===== config.mk =====
export PLATFORM = sky130hd
export DESIGN_NAME = mips_multicycle_control
export DESIGN_NICKNAME = d
export VERILOG_FILES = /design/src/rtl/mips_multicycle_control.sv
export SDC_FILE = /design/constraint.sdc
export NUM_CORES = 1
export LEC_CHECK = 0
export BUFFER_PORTS_ARGS = -buffer_cell sky130_fd_sc_hd__clkbuf_2
export CAP_MARGIN = 20
export CORE_MARGIN = 2
export CORE_UTILIZATION = 55
export CTS_CLUSTER_DIAMETER = 60
export DETAILED_ROUTE_END_ITERATION = 12
export PLACE_DENSITY = 0.95
export REMOVE_ABC_BUFFERS = 1
export SETUP_SLACK_MARGIN = 0.3
export SLEW_MARGIN = 20
export SYNTH_ARGS = -nofsm -noshare
export SYNTH_HDL_FRONTEND = slang
export SYNTH_SLANG_ARGS = --single-unit

===== constraint.sdc =====
create_clock -name clk -period 4 [get_ports clk]
set_clock_uncertainty 0.15 [all_clocks]
set_input_delay 0.2 -clock clk [delete_from_list [all_inputs] [get_ports clk]]
set_output_delay 0.2 -clock clk [all_outputs]
set_load 0.01 [all_outputs]

===== src/rtl/mips_multicycle_control.sv =====
// Main control sequencer for the multi-cycle MIPS datapath.
// Moore FSM: datapath controls are decoded from the current state. The only
// exceptions are the FETCH strobes gated by mem_ready, and the reset gating
// of all write/read strobes.
module mips_multicycle_control #(
  parameter int CNT_W = 32
) (
  input  logic             clk,
  input  logic             rst_n,
  input  logic [5:0]       opcode,
  input  logic             zero,
  input  logic             mem_ready,
  output logic             pc_write,
  output logic             pc_write_cond,
  output logic             i_or_d,
  output logic             mem_read,
  output logic             mem_write,
  output logic             ir_write,
  output logic             reg_dst,
  output logic             mem_to_reg,
  output logic             reg_write,
  output logic             alu_src_a,
  output logic [1:0]       alu_src_b,
  output logic [1:0]       alu_op,
  output logic [1:0]       pc_source,
  output logic [3:0]       state,
  output logic             halted,
  output logic [CNT_W-1:0] instr_count
);

  typedef enum logic [3:0] {
    S_FETCH  = 4'd0,  S_DECODE = 4'd1,  S_MEMADR = 4'd2,  S_MEMRD  = 4'd3,
    S_MEMWB  = 4'd4,  S_MEMWR  = 4'd5,  S_EXEC   = 4'd6,  S_ALUWB  = 4'd7,
    S_BRANCH = 4'd8,  S_JUMP   = 4'd9,  S_ADDIEX = 4'd10, S_ADDIWB = 4'd11,
    S_HALT   = 4'd12
  } state_e;

  localparam logic [5:0] OP_RTYPE = 6'b000000;
  localparam logic [5:0] OP_LW    = 6'b100011;
  localparam logic [5:0] OP_SW    = 6'b101011;
  localparam logic [5:0] OP_BEQ   = 6'b000100;
  localparam logic [5:0] OP_J     = 6'b000010;
  localparam logic [5:0] OP_ADDI  = 6'b001000;

  state_e           state_q, state_d;
  logic [CNT_W-1:0] cnt_q, cnt_d;
  logic             halted_q, halted_d;
  logic             retire;

  // Next-state, retire detection and sticky halt flag.
  always_comb begin
    state_d = S_FETCH;
    retire  = 1'b0;
    case (state_q)
      S_FETCH:  state_d = mem_ready ? S_DECODE : S_FETCH;
      S_DECODE: begin
        case (opcode)
          OP_LW, OP_SW: state_d = S_MEMADR;
          OP_RTYPE:     state_d = S_EXEC;
          OP_BEQ:       state_d = S_BRANCH;
          OP_J:         state_d = S_JUMP;
          OP_ADDI:      state_d = S_ADDIEX;
          default:      state_d = S_HALT;
        endcase
      end
      // Only lw/sw reach MEMADR; anything but sw is treated as lw.
      S_MEMADR: state_d = (opcode == OP_SW) ? S_MEMWR : S_MEMRD;
      S_MEMRD:  state_d = mem_ready ? S_MEMWB : S_MEMRD;
      S_MEMWB:  begin state_d = S_FETCH; retire = 1'b1; end
      S_MEMWR:  begin
        state_d = mem_ready ? S_FETCH : S_MEMWR;
        retire  = mem_ready;
      end
      S_EXEC:   state_d = S_ALUWB;
      S_ALUWB:  begin state_d = S_FETCH; retire = 1'b1; end
      S_BRANCH: begin state_d = S_FETCH; retire = 1'b1; end
      S_JUMP:   begin state_d = S_FETCH; retire = 1'b1; end
      S_ADDIEX: state_d = S_ADDIWB;
      S_ADDIWB: begin state_d = S_FETCH; retire = 1'b1; end
      S_HALT:   state_d = S_HALT;
      default:  state_d = S_FETCH;
    endcase
    cnt_d    = retire ? cnt_q + 1'b1 : cnt_q;
    halted_d = halted_q | (state_d == S_HALT);
  end

  // State, retired-instruction counter and halt flag registers.
  always_ff @(posedge clk or negedge rst_n) begin
    if (!rst_n) begin
      state_q  <= S_FETCH;
      cnt_q    <= '0;
      halted_q <= 1'b0;
    end else begin
      state_q  <= state_d;
      cnt_q    <= cnt_d;
      halted_q <= halted_d;
    end
  end

  logic pc_write_s, pc_write_cond_s, mem_read_s, mem_write_s, ir_write_s, reg_write_s;

  // Moore output decode; strobes are masked while reset is held.
  always_comb begin
    pc_write_s      = 1'b0;
    pc_write_cond_s = 1'b0;
    mem_read_s      = 1'b0;
    mem_write_s     = 1'b0;
    ir_write_s      = 1'b0;
    reg_write_s     = 1'b0;
    i_or_d          = 1'b0;
    reg_dst         = 1'b0;
    mem_to_reg      = 1'b0;
    alu_src_a       = 1'b0;
    alu_src_b       = 2'b00;
    alu_op          = 2'b00;
    pc_source       = 2'b00;
    case (state_q)
      S_FETCH: begin
        mem_read_s = 1'b1;
        alu_src_b  = 2'b01;
        ir_write_s = mem_ready;
        pc_write_s = mem_ready;
      end
      S_DECODE: alu_src_b = 2'b11;
      S_MEMADR, S_ADDIEX: begin
        alu_src_a = 1'b1;
        alu_src_b = 2'b10;
      end
      S_MEMRD: begin
        mem_read_s = 1'b1;
        i_or_d     = 1'b1;
      end
      S_MEMWB: begin
        reg_write_s = 1'b1;
        mem_to_reg  = 1'b1;
      end
      S_MEMWR: begin
        mem_write_s = 1'b1;
        i_or_d      = 1'b1;
      end
      S_EXEC: begin
        alu_src_a = 1'b1;
        alu_op    = 2'b10;
      end
      S_ALUWB: begin
        reg_write_s = 1'b1;
        reg_dst     = 1'b1;
      end
      S_BRANCH: begin
        alu_src_a       = 1'b1;
        alu_op          = 2'b01;
        pc_write_cond_s = 1'b1;
        pc_source       = 2'b01;
      end
      S_JUMP: begin
        pc_write_s = 1'b1;
        pc_source  = 2'b10;
      end
      S_ADDIWB: reg_write_s = 1'b1;
      default: ;
    endcase
    pc_write      = pc_write_s      & rst_n;
    pc_write_cond = pc_write_cond_s & rst_n;
    mem_read      = mem_read_s      & rst_n;
    mem_write     = mem_write_s     & rst_n;
    ir_write      = ir_write_s      & rst_n;
    reg_write     = reg_write_s     & rst_n;
  end

  assign state       = state_q;
  assign halted      = halted_q;
  assign instr_count = cnt_q;

endmodule


==> impl_metrics.csv, run 1 <==
group,metric,value,unit
routing,viasPerCell,5.64,
finish,final_common_cell,"clkbuf_2",
worst_setup_path,critPathCaptureType,"register",
finish,synthToLayoutAreaGrowth,20.0,%
clock_tree,clock_latency,0.28,ns
routing,initialDrtViolationCount,139,
placed_design,placed_area,2410,sq um
worst_setup_path,path_class,"reg -> reg",
clock_tree,cts_hold_buf,1,
die,fp.dieArea,4310,sq um
clock_tree,post_cts_buffers,0,
timing,report.final.slew_viol_count,0,
pwr,irDropWorstVdd,0.256,mV
run,maxCapViolCount,0,
die,core,3660,sq um
routing,drt_wl_total,4440,um
timing,worst_hold_slack,0.0773,ns
die,die_h,65.6,um
die,pin_count,63,
worst_setup_path,ff2ff_setup_slack,1.56,ns
yosys,avgSynthCellArea,9.45,sq um
worst_setup_path,cp-endpoint,"instr_count[25]",
finish,fin_area,2510,sq um
global_routing,grt_use_total,22.1,%
min_path,worst_hold_path_type,"in -> reg",
placed_design,hpwl,3300,um
clock_tree,h-tree-depth,2,
routing,postRouteAntennaNets,0,
routing,drc,0,
clock_tree,cts_tree,"built",
worst_setup_path,cp.required,4.06,ns
clock_tree,clk_path_buf_depth,2,
routing,firstDrtPassIters,4,
yosys,synthCells,221,
yosys,ys_seq_elements,37,
global_routing,grt_antenna_before_repair,0,
die,dieWidth,65.6,um
die,rows,22,
timing,rsz0062_at_grt,"no",
clock_tree,cts_sinks,37,
placed_design,gp_congestion,0.841,
timing,finalSetupViolCount,0,
global_routing,gr-total-overflow,0,
timing,tightestPinTransition,0.795,ns
worst_setup_path,reg2regPathDepth,5,
global_routing,grt_pass1_wl,7420,um
outcome,outcome,"finished, final reports clean",
routing,vias,1854,
finish,nNetsFinal,292,
pwr,leakagePower,1.28,nW
worst_setup_path,start_kind,"register",
yosys,synth_sequential_area_ratio,44.3,%
placed_design,port_buffers,61,
worst_setup_path,r2r_start,"state[0]",
timing,hold_viol_final,0,
worst_setup_path,cp_max_fo,19,
yosys,synth.distinct_cells,46,
timing,period_share,61.0,%
worst_setup_path,r2r_end,"instr_count[25]",
die,start_util,57.1,%
finish,drive_above_1_share,27.8,%
clock_tree,clkTransAtPathRegs,0.07,ns
timing,maxClockFrequency,410,MHz
yosys,netlist_area,2090,sq um
timing,fin_setup_tns,0,ns
finish,diodes,0,
routing,routedWlPerCell,13.5,um
timing,finalCriticalPeriod,2.44,ns
worst_setup_path,cp.arrival,2.50,ns
clock_tree,cts_resized,0,
worst_setup_path,critPathLaunch,"state[0]",
yosys,yosysWarnings,0,
clock_tree,cts_made_buffers,5,
finish,final_cell_mix,"61 x clkbuf_2, 37 x dfrtp_1, 25 x nor2_1",
global_routing,grt_pass1_vias,1665,
pwr,power-per-cell-area,456,nW/um^2
timing,relSlewSlack,46.9,%
clock_tree,clock-root-buffer,"clkbuf_8",
global_routing,grt_max_degree,43,
-- cells by family (layout without fill, tap and decap cells) --
family,Yosys count,count (layout),synth area share (%)
xor+xnor,33,33,13.8
compound gates,25,25,7.79
flops,37,37,44.3
simple gates,108,108,29.4
mux,1,1,0.539
buf+inv,16,76,3.53
fa+ha+maj,1,1,0.599
-- metrics by stage --
stage | utilization, % | cells | setup slack [ns] | power (mW)
6_report | 68.5 | 329 | 1.56 | 1.14
3_5_place_dp | 65.9 | 321 | 1.56 | 0.892
2_1_floorplan | - | 211 | 1.79 | 0.744
3_3_place_gp | 65.9 | 321 | 1.62 | 0.878
5_1_grt | 68.5 | 329 | 1.41 | 1.22
4_1_cts | 68.5 | 329 | 1.56 | 1.15
-- where the power goes --
group / total, mW / switching [mW] / internal [mW] / leakage [nW]
Sequential: 0.508 / 0.0927 / 0.415 / 0.493
Combinational: 0.382 / 0.213 / 0.168 / 0.738
Clock: 0.254 / 0.118 / 0.137 / 0.0443
-- cells in the mapped netlist, drive strengths merged --
cell	count	share of area [%]
nor3	12	4.0
o211ai	1	0.36
nand2b	5	1.5
o21ai	5	1.2
o31ai	2	0.72
o211a	1	0.48
o21a	1	0.36
nand2	23	4.1
nor2b	2	0.60
dfrtp	37	44
nand4	11	3.6
buf	3	1.1
xnor2	19	8.0
ha	1	0.60
a2bb2oi	2	0.84
clkbuf	7	1.3
and2	2	0.60
a21o	1	0.36
a22oi	1	0.36
nor3b	2	0.72
or4	2	0.78
and3	6	1.9
nand4b	1	0.42
or4b	1	0.66
nor2	25	4.5
inv	6	1.1
and4	5	2.1
o32ai	1	0.42
a211oi	1	0.36
xor2	14	5.9
nand3	5	1.4
nor4b	3	1.3
a311oi	1	0.42
a21oi	8	1.9
mux2	1	0.54
or3	1	0.54
or3b	1	0.42
or2b	1	0.36
-- worst max-delay path, stage by stage (launching register included) --
cell and delay [ns]:
dfrtp_1 0.65, nand2b_1 0.33, and4_1 0.30, or4b_4 0.57, nor3_4 0.21, xor2_1 0.15
-- layout make-up --
cell class                      instances  area, sq um
Fill cell                             310         1150
Multi-Input combinational cell        168         1090
Sequential cell                        37          926
Timing Repair Buffer                   63          323
Clock buffer                            7         86.3
Tap cell                               48         60.1
Inverter                                6         22.5
-- registers in the layout (all words and copies together), names as in the netlist --
signal,cells
instr_count,32
halted,1
state,4
-- metal layers --
metal / GRT usage [%] / vias to the layer above / wire [um]
li1: - / 891 / -
met1: 28.5 / 885 / 1930
met2: 35.9 / 68 / 2190
met3: 4.45 / 10 / 221
met4: 9.64 / 0 / 92
met5: 0 / - / 0
-- worst min path at each step --
stage,startpoint,end,slack (ns),depth (start not counted)
3_3_place_gp,rst_n,instr_count[20],0.13,2
6_report,opcode[3],state[2],0.08,3
3_5_place_dp,rst_n,instr_count[24],0.14,2
5_1_grt,opcode[3],state[2],0.09,3
4_1_cts,opcode[3],state[2],0.06,3
2_1_floorplan,rst_n,halted,-0.25,0
(Power assumes the default switching activity.)
==> run 2, diff against run 1 <==
--- a/config.mk
+++ b/config.mk
@@ -8,10 +8,10 @@
 export BUFFER_PORTS_ARGS = -buffer_cell sky130_fd_sc_hd__clkbuf_2
 export CAP_MARGIN = 20
 export CORE_MARGIN = 2
-export CORE_UTILIZATION = 55
+export CORE_UTILIZATION = 46
 export CTS_CLUSTER_DIAMETER = 60
 export DETAILED_ROUTE_END_ITERATION = 12
-export PLACE_DENSITY = 0.95
+export PLACE_DENSITY = 0.86
 export REMOVE_ABC_BUFFERS = 1
 export SETUP_SLACK_MARGIN = 0.3
 export SLEW_MARGIN = 20
==> constraint.sdc (replaced) <==
create_clock -name clk -period 2.1 [get_ports clk]
set_clock_uncertainty 0.15 [all_clocks]
set_input_delay 0.105 -clock clk [delete_from_list [all_inputs] [get_ports clk]]
set_output_delay 0.105 -clock clk [all_outputs]
set_load 0.01 [all_outputs]
==> run 2 against run 1 <==
Compared with the run above: count of clock-buffer cells in the layout is 1 lower; design area is 29% higher; critical path depth stayed put; sequential power is 71% higher; critical path type unchanged; die area is 18% higher; largest power group is now combinational cells; first-iteration DRC count is 8.6% higher; cell count is 17% higher.
==> impl_metrics.csv, run 2 (synthesis results as in run 1) <==
group,metric,value,unit
finish,synthToLayoutAreaGrowth,54.3,%
routing,drt_wl_total,6660,um
global_routing,busiest_layer,"met2",
die,pin_count,63,
finish,final_common_cell,"clkbuf_2",
worst_setup_path,critPathCaptureType,"register",
global_routing,grt_pass1_wl,9160,um
placed_design,dpl_worst_slack,0.0113,ns
routing,postRouteAntennaNets,0,
routing,vias,2212,
finish,final_cell_mix,"60 x clkbuf_2, 40 x buf_4, 37 x dfrtp_1",
die,die_h,71.4,um
routing,drc,0,
timing,final.setup.worst_slack,0.0408,ns
die,core,4350,sq um
timing,rsz0062_at_grt,"yes",
timing,finalCriticalPeriod,2.06,ns
timing,period_share,98.1,%
global_routing,grt_pass1_vias,1969,
pwr,power-per-cell-area,919,nW/um^2
outcome,outcome,"finished, final reports clean",
clock_tree,clock-root-buffer,"clkbuf_8",
placed_design,port_buffers,61,
global_routing,grt_use_total,22.8,%
worst_setup_path,cp.arrival,2.13,ns
timing,fin_setup_tns,0,ns
worst_setup_path,cp.required,2.18,ns
die,start_util,48.0,%
finish,diodes,0,
clock_tree,cts_made_buffers,5,
clock_tree,clkTransAtPathRegs,0.08,ns
timing,hold_viol_final,0,
timing,relSlewSlack,64.0,%
routing,routedWlPerCell,17.2,um
timing,tightestPinTransition,0.538,ns
die,dieWidth,71.4,um
routing,initialDrtViolationCount,151,
clock_tree,clock_latency,0.30,ns
global_routing,grt_antenna_before_repair,0,
global_routing,use_met2,37.3,%
routing,firstDrtPassIters,4,
finish,fill_cells,284,
clock_tree,clk_path_buf_depth,2,
global_routing,grt_max_degree,31,
run,maxCapViolCount,0,
global_routing,met3_usage,4.78,%
finish,final_util,74.0,%
pwr,irDropWorstVdd,0.676,mV
timing,maxClockFrequency,486,MHz
routing,viasPerCell,5.73,
min_path,worst_hold_path_type,"in -> async",
timing,finalSetupViolCount,0,
clock_tree,cts_tree,"built",
finish,drive_above_1_share,49.4,%
worst_setup_path,start_kind,"register",
placed_design,hpwl,3510,um
worst_setup_path,cp_max_fo,5,
global_routing,gr-total-overflow,0,
placed_design,gp_congestion,0.853,
finish,largest_reg_flops,32,
worst_setup_path,path_class,"reg -> reg",
die,rows,24,
clock_tree,h-tree-depth,2,
die,fp.dieArea,5100,sq um
timing,report.final.slew_viol_count,0,
clock_tree,cts_sinks,37,
pwr,p_total,2.96,mW
global_routing,met1_usage,29.2,%
pwr,leakagePower,1.64,nW
finish,nNetsFinal,344,
[run 2: through the flow]
step / hold slack, ns / cells / instance area, sq um
global placement: -0.156 / 348 / 2590
detailed placement: -0.154 / 348 / 2590
floorplan: -0.341 / 211 / 2040
CTS: 0.0632 / 367 / 2910
global route: 0.146 / 386 / 3220
finish: 0.102 / 386 / 3220
[run 2: final timing paths]
kind	startpoint	end	slack (ns)	cells after the start
max	instr_count[5]	instr_count[31]	0.04	5
min	rst_n	instr_count[1]	0.10	2
max reg2reg	instr_count[5]	instr_count[31]	0.04	5
min reg2reg	instr_count[31]	instr_count[31]	0.34	1
max in group asynchronous	rst_n	instr_count[20]	1.01	3
min in group clk	opcode[2]	state[0]	0.19	4
[run 2: cell type report]
cell class	count	area, sq um	share of cell area, %
Clock inverter	2	37.5	1.16
Timing Repair Buffer	114	747	23.2
Multi-Input combinational cell	169	1340	41.7
Tap cell	52	65.1	2.02
Clock buffer	6	82.6	2.56
Sequential cell	37	926	28.7
Inverter	6	22.5	0.699
[run 2: layer usage]
layer / part of all wire (%) / wire length [um]
met3: 6.1 / 407
met5: 0 / 0
met1: 38 / 2560
met4: 4.4 / 291
met2: 51 / 3400
[run 2: critical path, cell delays in order (launching register included)]
cell and delay, ns:
dfrtp_1 0.40, nand3_2 0.12, or3_4 0.42, or4b_4 0.59, nor2_2 0.16, xor2_1 0.16
[run 2: repair_timing]
item,CTS,global route
endpoints found under the hold margin,38,0
setup endpoints to repair,27,29
cloned,1,1
hold buffers,2,0
setup buffers,8,18
resized for setup,28,35
pin swaps,15,14
[run 2: power by group]
group          leakage, nW  internal [mW]  switching [mW]
clock network       0.0574          0.386           0.270
registers            0.493          0.792          0.0766
logic                 1.09          0.694           0.744
total                 1.64           1.87            1.09
==> run 3, diff against run 2 <==
--- a/config.mk
+++ b/config.mk
@@ -13,7 +13,7 @@
 export DETAILED_ROUTE_END_ITERATION = 12
 export PLACE_DENSITY = 0.86
 export REMOVE_ABC_BUFFERS = 1
-export SETUP_SLACK_MARGIN = 0.3
+export SETUP_SLACK_MARGIN = 0.05
 export SLEW_MARGIN = 20
 export SYNTH_ARGS = -nofsm -noshare
 export SYNTH_HDL_FRONTEND = slang
==> run 3 against run 2 <==
Compared with the run above: worst setup slack got worse by 0.024 ns; highest routed layer unchanged; combinational power decreased by 31%; register-to-register slack worse by 0.02 ns; fmax is 1.2% lower; cell count is 6.2% lower; global-route usage fell by 2.3 points; critical endpoint is now instr_count[25]; die area is the same; routed wire length is 23% lower; critical path depth unchanged; clock power shrank 2%.
==> impl_metrics.csv, run 3 (synthesis results as in run 1) <==
group,metric,value,unit
outcome,outcome,"finished, final reports clean",
routing,routedWlPerCell,14.1,um
routing,postRouteAntennaNets,0,
timing,maxClockFrequency,480,MHz
placed_design,gp_congestion,0.853,
worst_setup_path,cp_top_family,"simple AND/OR/NAND/NOR gates",
finish,diodes,0,
die,rows,24,
clock_tree,clock-root-buffer,"clkbuf_8",
timing,finalSetupViolCount,0,
timing,tightestPinTransition,0.429,ns
worst_setup_path,crit_chain,"nand3_1 > or3_4 > or4b_4 > nor3_4 > xor2_1",
placed_design,hpwl,3510,um
clock_tree,cts_tree,"built",
min_path,worst_hold_path_type,"in -> async",
clock_tree,cts_made_buffers,5,
global_routing,grt_pass1_vias,1852,
worst_setup_path,start_kind,"register",
routing,viasPerCell,5.55,
routing,firstDrtPassIters,4,
pwr,power-per-cell-area,884,nW/um^2
worst_setup_path,cp.required,2.17,ns
die,fp.dieArea,5100,sq um
die,pin_count,63,
pwr,irDropWorstVdd,0.643,mV
worst_setup_path,critPathCaptureType,"register",
worst_setup_path,slowest_delay,0.64,ns
global_routing,grt_use_total,20.5,%
finish,regArea,926,sq um
global_routing,grt_pass1_wl,8360,um
global_routing,grt_antenna_before_repair,0,
finish,largest_reg_flops,32,
timing,relSlewSlack,71.3,%
clock_tree,cts_sinks,37,
worst_setup_path,cp.arrival,2.15,ns
clock_tree,clk_path_buf_depth,2,
finish,synthToLayoutAreaGrowth,35.0,%
finish,multi_input_area,1160,sq um
routing,drt_wl_total,5100,um
routing,vias,2010,
global_routing,gr-total-overflow,0,
timing,hold_viol_final,0,
clock_tree,clock_latency,0.29,ns
die,die_h,71.4,um
timing,finalCriticalPeriod,2.08,ns
worst_setup_path,ff2ff_setup_slack,0.02,ns
timing,period_share,99.2,%
timing,report.final.slew_viol_count,0,
placed_design,dp.cells,348,
die,start_util,48.0,%
finish,final_cell_mix,"61 x clkbuf_2, 37 x dfrtp_1, 27 x buf_4",
finish,final_cells,362,
routing,drc,0,
finish,fill_cells,343,
worst_setup_path,path_class,"reg -> reg",
clock_tree,h-tree-depth,2,
finish,drive_above_1_share,37.7,%
worst_setup_path,cp_max_fo,5,
placed_design,port_buffers,61,
finish,final_common_cell,"clkbuf_2",
pwr,leakagePower,1.43,nW
global_routing,grt_max_degree,31,
worst_setup_path,path_buf_inv,0,
pwr,p_total,2.49,mW
die,dieWidth,71.4,um
die,core,4350,sq um
finish,nNetsFinal,320,
timing,rsz0062_at_grt,"yes",
run,maxCapViolCount,0,
routing,initialDrtViolationCount,108,
worst_setup_path,cpMaxStageDelayCell,"or4b_4",
clock_tree,clkTransAtPathRegs,0.08,ns
==> run 3: cell count changes in the layout (fill, tap and decap cells not counted), sizes merged <==
cell	before	now
buf	52	27
clkbuf	66	67
==> run 3: layout make-up <==
cell class,count,area share [%]
sequential,37,32.8
multi-input combinational,169,41.1
inverter,6,0.799
clock inverter,2,1.33
clock buffer,6,2.93
timing repair buffer,90,18.7
tap,52,2.31
==> run 3: worst reg2reg max path, delay by kind of cell (launching register included) <==
kind             cells  cell delay, ns
AND/OR/NAND/NOR      4            1.30
flip-flops           1            0.42
XOR/XNOR             1            0.15
==> run 3: metrics by stage <==
| step | hold WS [ns] | area (sq um) | setup WS, ns | utilization, % | setup TNS, ns |
|---|---|---|---|---|---|
| 4_1_cts | 0.114 | 2750 | -0.000936 | 63.1 | -0.000936 |
| 3_5_place_dp | -0.154 | 2590 | 0.0113 | 59.5 | 0 |
| 2_1_floorplan | -0.341 | 2040 | -0.106 | - | -0.484 |
| 5_1_grt | 0.150 | 2820 | -0.0514 | 64.8 | -0.264 |
| 6_report | 0.121 | 2820 | 0.0164 | 64.8 | 0 |
| 3_3_place_gp | -0.156 | 2590 | 0.0494 | 59.5 | 0 |
==> run 3: path summary, 6_finish.rpt <==
check,start,endpoint,cells after the start
max,instr_count[12],instr_count[25],5
min,rst_n,instr_count[1],2
max reg2reg,instr_count[12],instr_count[25],5
min reg2reg,halted,halted,2
max in group asynchronous,rst_n,instr_count[4],3
min in group clk,opcode[2],state[3],3
==> run 3: metal layers <==
layer	global-route usage [%]	routed length, um	up-vias
met4	7.55	93	0
met2	34.2	2480	90
li1	-	-	954
met5	0	0	-
met1	26.2	2150	957
met3	4.36	371	9
==> run 3: timing repair <==
action                                  in CTS  in global routing
endpoints found under the setup margin      11                 18
buffers inserted                             2                  1
hold buffers                                 2                  0
gates cloned                                 0                  1
gates resized for setup                      1                 14
endpoints found under the hold margin       38                  0
pin swaps                                    3                  8
==> run 3: power breakdown <==
part           total [mW]  switching [mW]  internal (mW)  leakage (nW)
combinational       0.994           0.557          0.438         0.880
sequential          0.857          0.0654          0.792         0.493
clock               0.642           0.256          0.386        0.0574
total                2.49           0.878           1.62          1.43
